==> src/rtl/timer_share_ctrl.sv <==
// rtl/timer_share_ctrl.sv - round-robin time-sharing of one up-counter among N_REQ delay requesters
module timer_share_ctrl #(
  parameter int N_REQ       = 4,
  parameter int COUNT_WIDTH = 5
) (
  input  logic                         clk,
  input  logic                         rst,
  input  logic [N_REQ-1:0]             req,
  input  logic [N_REQ*COUNT_WIDTH-1:0] period_i,
  output logic [N_REQ-1:0]             gnt,
  output logic [N_REQ-1:0]             done,
  output logic                         busy,
  output logic                         cnt_clr,
  output logic                         cnt_en,
  input  logic [COUNT_WIDTH-1:0]       cnt_val
);

  localparam int IDX_W = (N_REQ > 1) ? $clog2(N_REQ) : 1;

  typedef enum logic [1:0] {
    IDLE  = 2'd0,
    CLEAR = 2'd1,
    COUNT = 2'd2,
    DONE  = 2'd3
  } state_t;

  state_t                 state;
  state_t                 state_nxt;
  logic [IDX_W-1:0]       ptr;
  logic [IDX_W-1:0]       idx_r;
  logic [IDX_W-1:0]       sel_idx;
  logic [IDX_W-1:0]       idx_inc;
  logic [COUNT_WIDTH-1:0] period_r;
  logic                   sel_found;
  logic                   at_period;
  logic                   withdrawn;
  logic                   advance_ptr;

  // First requester at or after ptr, wrapping modulo N_REQ.
  always_comb begin
    sel_found = 1'b0;
    sel_idx   = '0;
    for (int i = 0; i < N_REQ; i++) begin
      if (!sel_found && req[(int'(ptr) + i) % N_REQ]) begin
        sel_found = 1'b1;
        sel_idx   = IDX_W'((int'(ptr) + i) % N_REQ);
      end
    end
  end

  assign idx_inc     = (idx_r == IDX_W'(N_REQ - 1)) ? '0 : idx_r + 1'b1;
  assign at_period   = (cnt_val == period_r);
  assign withdrawn   = !req[idx_r];
  assign advance_ptr = (state == DONE) ||
                       (((state == CLEAR) || (state == COUNT)) && withdrawn);

  always_ff @(posedge clk or posedge rst) begin
    if (rst) begin
      state    <= IDLE;
      ptr      <= '0;
      idx_r    <= '0;
      period_r <= '0;
    end else begin
      state <= state_nxt;
      if ((state == IDLE) && sel_found) begin
        idx_r    <= sel_idx;
        period_r <= period_i[sel_idx*COUNT_WIDTH +: COUNT_WIDTH];
      end
      if (advance_ptr) begin
        ptr <= idx_inc;
      end
    end
  end

  // Withdrawal wins over reaching the period: a dropped request never sees done.
  always_comb begin
    state_nxt = state;
    case (state)
      IDLE:  if (sel_found) state_nxt = CLEAR;
      CLEAR: state_nxt = withdrawn ? IDLE : COUNT;
      COUNT: begin
        if (withdrawn) begin
          state_nxt = IDLE;
        end else if (at_period) begin
          state_nxt = DONE;
        end
      end
      DONE:  state_nxt = IDLE;
    endcase
  end

  always_comb begin
    gnt     = '0;
    done    = '0;
    busy    = 1'b0;
    cnt_clr = 1'b0;
    cnt_en  = 1'b0;
    case (state)
      IDLE: ;
      CLEAR: begin
        gnt[idx_r] = 1'b1;
        busy       = 1'b1;
        cnt_clr    = 1'b1;
      end
      COUNT: begin
        gnt[idx_r] = 1'b1;
        busy       = 1'b1;
        cnt_en     = !at_period;
      end
      DONE: begin
        gnt[idx_r]  = 1'b1;
        done[idx_r] = 1'b1;
        busy        = 1'b1;
      end
    endcase
  end

endmodule

==> config.mk <==
export PLATFORM = sky130hd
export DESIGN_NAME = timer_share_ctrl
export DESIGN_NICKNAME = d
export VERILOG_FILES = /design/src/rtl/timer_share_ctrl.sv
export SDC_FILE = /design/constraint.sdc
export NUM_CORES = 1
export LEC_CHECK = 0
export BUFFER_PORTS_ARGS = -buffer_cell sky130_fd_sc_hd__buf_2
export CAP_MARGIN = 15
export CORE_ASPECT_RATIO = 0.75
export CORE_MARGIN = 1.5
export CORE_UTILIZATION = 46
export CTS_BUF_LIST = sky130_fd_sc_hd__clkbuf_8
export DETAILED_ROUTE_END_ITERATION = 16
export PLACE_DENSITY = 0.79
export SYNTH_ARGS = -nofsm -noshare
export SYNTH_HDL_FRONTEND = slang
export SYNTH_SLANG_ARGS = --single-unit
==> constraint.sdc <==
create_clock -name clk -period 1.9 [get_ports clk]
set_input_delay 0.285 -clock clk [delete_from_list [all_inputs] [get_ports clk]]
set_output_delay 0.285 -clock clk [all_outputs]
set_load 0.05 [all_outputs]
# After elaboration in Yosys (flattened, before gate mapping)
# Cells that the tools add are included.
classes:
  eq_ne: 7
  n_mul: 1
  muxes: 34
  n_shift: 1
  magnitude_cmp: 6
  addsub: 4
  bitwise: 3
  n_reduce_logical: 19
ops:
  columns: ["cell", "n"]
  rows:
  - ["$shiftx A20 B6 Y5", 1]
  - ["$mux W2", 9]
  - ["$mux W1", 16]
  - ["$lt A3 B4 Y1 const B", 3]
  - ["$bmux W1 S2", 5]
  - ["$mux W4", 2]
  - ["$pmux W2 S4", 1]
  - ["$eq A2 B2 Y1 const B", 3]
  - ["$logic_and A1 B1 Y1", 6]
  - ["$lt A2 B3 Y1 const B", 2]
  - ["$reduce_or A2 Y1", 3]
  - ["$eq A5 B5 Y1", 1]
  - ["$logic_not A1 Y1", 5]
  - ["$mul A2 B3 Y5 const B", 1]
  - ["$add A2 B1 Y2 const B", 2]
  - ["$add A2 B2 Y2 const B", 2]
  - ["$and A1 B1 Y1 const A", 3]
  - ["$ne A3 B3 Y1 const B", 1]
  - ["$reduce_or A3 Y1", 1]
  - ["$demux W1 S2", 1]
  - ["$eq A2 B1 Y1 const B", 1]
  - ["$ge A2 B1 Y1 const B", 1]
  - ["$logic_not A2 Y1", 1]
  - ["$logic_or A1 B1 Y1", 2]
  - ["2 further kinds", 2]
totals:
  regBits: 11
  out_inout_bits: 11

# Depth between registers and ports, before layout
# Gate-level depths: netlist (run 1).
logic_depth:
  word_depth: 16
  ltp_mapped: 6
  ltp_nobuf: 6

# Worst setup path after synthesis (run 1)
# No wires, ideal clock.
synth_path:
  path_kind: "register to register"
  startpoint: "register state[0]"
  endpoint: "register period_r[1]"
  setup_time_ns: 0.090
  required_time_ns: 1.810
  n_path_buf: 1
  path_slack_ns: 0.091
  path_stages_with_launch: 7
  period_less_slack_ns: 1.809
  t_arrival_ns: 1.719
  path_cell_list: "dfrtp_1 inv_1 ha_1 inv_1 or3_1 buf_2 o221ai_1"
synth_between:
  elab_chain_len: 2
synth_rtl:
  columns: ["item", "line", "rtl"]
  rows:
  - ["start, declared", "27", "state_t state;"]
  - ["start signal, assigned", "64", "state <= state_nxt;"]
  - ["$logic_not A2 Y1", "65", "if ((state == IDLE) && sel_found) begin"]
  - ["$logic_and A1 B1 Y1", "65", null]
  - ["end signal, assigned", "67", "period_r <= period_i[sel_idx*COUNT_WIDTH +: COUNT_WIDTH];"]
  - ["end, declared", "33", "logic [COUNT_WIDTH-1:0] period_r;"]
# Every way passes these cells.
# A chain may end at the register's enable or synchronous reset.

# Worst setup path after layout (run 1)
layout_path:
  startpoint: "register period_r[2]"
  endpoint: "output cnt_en"
layout_between:
  elab_chain_len: 3
layout_rtl:
  columns: ["item", "line", "rtl"]
  rows:
  - ["$eq A5 B5 Y1", "52", "assign at_period = (cnt_val == period_r);"]
  - ["$logic_not A1 Y1", "108", "cnt_en = !at_period;"]
  - ["$mux W1", "98", "case (state)"]
  - ["end, declared", "14", "output logic cnt_en,"]
# Every way passes these cells.

==> results.py, run 1 <==
metrics = {
    "timing": {
        "tightest_slew_ns": 0.549,
        "fin_setup_tns_ns": 0,
        "fmax_mhz": 550,
        "rsz0062_at_grt": "false",
        "finalHoldViolations": 0,
        "slew_headroom_pct": 63.1,
        "post-route-period-util_pct": 95.7,
        "finalCriticalPeriod_ns": 1.82,
        "setup_viol": 0,
        "finalMaxSlewViolations": 0,
        "worst_clock_skew_ns": 0.00556,
    },
    "synthesis": {
        "syn_nets": 132,
        "synth-seq-area-share_pct": 30.1,
        "synthCells": 93,
        "synth_seq_cells": 11,
        "synth_enable_flop_cells": 0,
        "synth.avg_cell_area_um2": 9.85,
        "netlist_area_um2": 916,
        "ys_top_cells_by_area": "dfrtp_1 30%, mux2i_1 12%, ha_1 11%",
        "ys.flop_type": "dfrtp_1",
        "synth_cell_types": 33,
        "synth_warnings": 0,
        "yosys.area.top_type": "dfrtp_1",
        "synth-async-reset-ratio_pct": 100,
        "synth_common_cells": "11 x dfrtp_1, 11 x mux2i_1, 9 x nand2_1",
        "yosysTopAreaCellShare_pct": 30.1,
    },
    "detailed_routing": {
        "drc_errors": 0,
        "vias_per_cell": 5.53,
        "wl_per_cell_um": 15.1,
        "wl_um": 2410,
        "final_antenna_net_count": 0,
        "vias": 880,
        "drtPass1Iterations": 4,
        "drt_iter0_drc": 21,
    },
    "setup_path": {
        "crit_chain": "xnor2_1, nand3_1, o31a_1, buf_2",
        "cp_slowest_cell": "dfrtp_1",
        "crit_path_end_kind": "output pin",
        "max_stage_delay_ns": 0.40,
        "arrival_ns": 1.53,
        "path_class": "register to output pin",
        "critical_path.max_fanout": 3,
        "timing.rr.start": "state[1]",
        "cp-start-kind": "register",
        "worstPathRequired_ns": 1.62,
        "setup.worst_path.start": "period_r[2]",
    },
    "status": {
        "status": "completed",
    },
    "flow_run": {
        "drv_cap": 0,
    },
    "global_routing": {
        "grt_overflow": 0,
        "antenna_found_initial": 0,
        "grtUsageTotal_pct": 24.5,
        "grt_first_pass_wirelength_um": 4000,
        "grt_max_degree": 12,
        "grt_pass1_vias": 857,
    },
    "clocking": {
        "cts_inserted_buffers": 3,
        "post_cts_buffers": 0,
        "htree_levels": 1,
        "postCtsHoldBufs": 0,
        "cts_resized": 0,
        "path_clk_slew_ns": 0.06,
        "clk_latency_ns": 0.24,
        "ctsLongestPathBuffers": 2,
        "cts_tree": "built",
        "cts_root_buf": "clkbuf_8",
        "cts_sinks": 11,
    },
    "place": {
        "dpl.hpwl_um": 1870,
        "routabilityCongestion": 0.761,
        "portBuffers": 41,
    },
    "hold_path": {
        "hold_class": "input pin to asynchronous set/reset pin",
    },
    "floorplan": {
        "core-area_um2": 1810,
        "io_pins": 42,
        "chipWidth_um": 54.5,
        "design.die.area_um2": 2270,
        "fp-row-count": 13,
        "start_util_pct": 50.7,
        "die_h_um": 41.6,
    },
    "finish": {
        "diodes": 0,
        "final_layout_size_suffix_gt1_share_pct": 36.5,
        "fin_nets": 177,
        "area_growth_syn_to_layout_pct": 29.8,
    },
    "power_and_ir_drop": {
        "pwr_density_cell_nw_per_um2": 1700,
        "irDropWorstVdd_mv": 1.33,
        "leakagePower_nw": 0.632,
        "total_power_mw": 2.02,
    },
}
[through the flow]
stage / hold WS (ns) / util, % / std cells / setup WS (ns) / area [µm²]
floorplan: 0.137 / - / 93 / 0.0910 / 916
global placement: 0.293 / 63.3 / 155 / 0.268 / 1140
detailed placement: 0.303 / 63.3 / 155 / 0.185 / 1140
CTS: 0.0504 / 65.8 / 159 / 0.0906 / 1190
global route: 0.0777 / 65.8 / 159 / 0.0247 / 1190
finish: 0.0397 / 65.8 / 159 / 0.0822 / 1190
[cell families after synthesis]
| logic type | share of synthesized area [%] |
|---|---|
| xor+xnor | 4.78 |
| fa+ha+maj | 10.9 |
| buf+inv | 4.24 |
| mux | 15.7 |
| simple gates | 16.9 |
| compound gates | 17.4 |
| flops | 30.1 |
[per-layer routing]
| layer | share of wire, % | GRT usage (%) |
|---|---|---|
| met1 | 43 | 30.2 |
| met2 | 51 | 40.5 |
| met4 | 1.4 | 7.50 |
| met3 | 5.4 | 7.19 |
| met5 | 0 | 0 |
[flip-flops by register name (all words and copies together) (netlist names)]
register / cells
idx_r: 2
ptr: 2
period_r: 5
state: 2
[path summary, 6_finish.rpt]
path,end,cells after the start,slack (ns)
setup / recovery,cnt_en,4,0.08
hold / removal,period_r[0],2,0.04
setup reg to reg,period_r[1],5,0.14
hold reg to reg,period_r[0],2,0.51
max in group asynchronous,idx_r[0],2,1.54
min in group clk,period_r[2],3,0.37
[area by class of cell]
cell class	instances	area, µm²
Clock buffer	3	41.3
Multi-Input combinational cell	73	602
Timing Repair Buffer	42	213
Clock inverter	1	3.75
Tap cell	22	27.5
Sequential cell	11	275
Fill cell	150	617
Inverter	7	26.3
[critical path, delay by kind of cell, from the launching register on]
kind / cells / cell delay, ns
xor+xnor: 1 / 0.21
simple gates: 1 / 0.12
flops: 1 / 0.40
compound gates: 1 / 0.34
buf+inv: 1 / 0.22
[power by group]
part / leakage [nW] / internal, mW / switching [mW]
sequential: 0.134 / 0.359 / 0.135
clock: 0.0269 / 0.142 / 0.0955
combinational: 0.472 / 0.483 / 0.803
[cell usage in the layout (no fill, tap or decap), types with 2 or more instances in the layout]
cell,count
o221ai_1,5
nor2_1,2
nor2b_1,4
and2_1,4
xor2_1,2
nand2_1,9
mux2i_1,11
nand2b_1,3
inv_1,8
dfrtp_1,11
a21oi_1,4
clkbuf_8,3
buf_2,41
ha_1,8
xnor2_1,3
Note: power is estimated with default switching activity, not from simulation.
==> inputs of run 2 (changes only) <==
Settings changed: CORE_UTILIZATION 46 to 48, PLACE_DENSITY 0.79 to 0.82.
==> results.py, run 2 (synthesis gave the netlist of run 1 again) <==
metrics = {
    "status": {
        "status": "completed",
    },
    "detailed_routing": {
        "drc_errors": 0,
        "drt_iter0_drc": 27,
        "vias_per_cell": 5.52,
        "vias": 877,
        "drtPass1Iterations": 4,
        "wl_per_cell_um": 15.7,
        "wl_um": 2500,
        "final_antenna_net_count": 0,
    },
    "timing": {
        "finalCriticalPeriod_ns": 1.83,
        "worst_clock_skew_ns": 0.000991,
        "post-route-period-util_pct": 96.3,
        "setup_viol": 0,
        "fin_setup_tns_ns": 0,
        "rsz0062_at_grt": "false",
        "slew_headroom_pct": 66.0,
        "fmax_mhz": 547,
        "finalWorstSetupSlack_ns": 0.0705,
        "finalHoldViolations": 0,
        "tightest_slew_ns": 0.509,
        "finalMaxSlewViolations": 0,
    },
    "finish": {
        "final_layout_size_suffix_gt1_share_pct": 37.2,
        "final_core_util_pct": 67.8,
        "diodes": 0,
        "top_register": "period_r",
        "final_cell_mix": "41 x buf_2, 11 x mux2i_1, 11 x dfrtp_1",
        "fin_nets": 177,
        "area_growth_syn_to_layout_pct": 30.1,
        "final_common_cell": "buf_2",
        "largest_reg_flops": 5,
    },
    "clocking": {
        "path_clk_slew_ns": 0.05,
        "cts_sinks": 11,
        "ctsLongestPathBuffers": 2,
        "cts_root_buf": "clkbuf_8",
        "cts_tree": "built",
        "cts_inserted_buffers": 3,
        "clk_latency_ns": 0.24,
        "postCtsHoldBufs": 0,
        "htree_levels": 1,
    },
    "floorplan": {
        "io_pins": 42,
        "core-area_um2": 1760,
        "design.die.area_um2": 2180,
        "start_util_pct": 52.1,
        "fp-row-count": 13,
        "chipWidth_um": 53.4,
        "die_h_um": 40.8,
    },
    "setup_path": {
        "timing.rr.start": "state[1]",
        "path_class": "register to output pin",
        "crit_chain": "xnor2_1, nand3_1, o31a_1, buf_2",
        "regToRegSetupSlack_ns": 0.19,
        "cp_slowest_cell": "dfrtp_1",
        "worstPathRequired_ns": 1.62,
        "r2r_cells": 5,
        "critical_path.max_fanout": 3,
        "arrival_ns": 1.54,
        "crit_family": "flip-flops",
        "timing.rr.end": "period_r[1]",
        "max_stage_delay_ns": 0.41,
        "setup.worst_path.start": "period_r[4]",
        "cp-start-kind": "register",
        "crit_buf_inv": 1,
        "crit_path_end_kind": "output pin",
    },
    "global_routing": {
        "grt_overflow": 0,
        "grt_pass1_vias": 770,
        "antenna_found_initial": 0,
        "grt_max_degree": 12,
        "grtUsageTotal_pct": 23.9,
        "grt_first_pass_wirelength_um": 3540,
    },
    "flow_run": {
        "drv_cap": 0,
    },
    "hold_path": {
        "hold_class": "input pin to asynchronous set/reset pin",
    },
    "power_and_ir_drop": {
        "irDropWorstVdd_mv": 1.41,
        "total_power_mw": 2.03,
        "pwr_density_cell_nw_per_um2": 1710,
        "leakagePower_nw": 0.631,
    },
    "place": {
        "post-place-ws_ns": 0.134,
        "routabilityCongestion": 0.753,
        "dpl.hpwl_um": 1920,
        "portBuffers": 41,
    },
}
[run 2: worst max path at each step]
stage                   to  slack (ns)  depth (start not counted)
2_1_floorplan  period_r[1]        0.09                          6
3_3_place_gp   period_r[1]        0.27                          5
3_5_place_dp   period_r[1]        0.13                          5
4_1_cts             cnt_en         0.1                          4
5_1_grt             cnt_en        0.05                          4
6_report            cnt_en        0.07                          4
[run 2: timing repair]
item	in CTS	in global routing
setup endpoints to repair	0	1
resized for setup	0	1
setup buffers	0	0
[run 2: per-stage QoR]
| stage | hold WS (ns) | std cells | area (µm²) |
|---|---|---|---|
| global placement | 0.284 | 155 | 1140 |
| detailed placement | 0.295 | 155 | 1140 |
| finish | 0.0334 | 159 | 1190 |
| global route | 0.0692 | 159 | 1190 |
| floorplan | 0.137 | 93 | 916 |
| CTS | 0.0427 | 159 | 1190 |
[run 2: area by class of cell]
class | instances | area (µm²)
inverters | 7 | 26.3
multi-input cells | 73 | 604
fillers | 143 | 566
repair buffers | 42 | 213
flip-flops and latches | 11 | 275
clock buffers | 3 | 41.3
well taps | 22 | 27.5
clock inverters | 1 | 3.75
[run 2: metal layers]
layer,vias to the layer above,track usage (%),share of wire (%)
li1,422,-,-
met1,433,29.2,44
met2,20,42.3,51
met3,2,4.38,4.1
met4,0,10.3,0.76
met5,-,0,0
[run 2: power breakdown]
group	internal, mW	leakage (nW)	switching [mW]
clock network	0.142	0.0269	0.0937
logic	0.491	0.470	0.812
registers	0.359	0.134	0.134
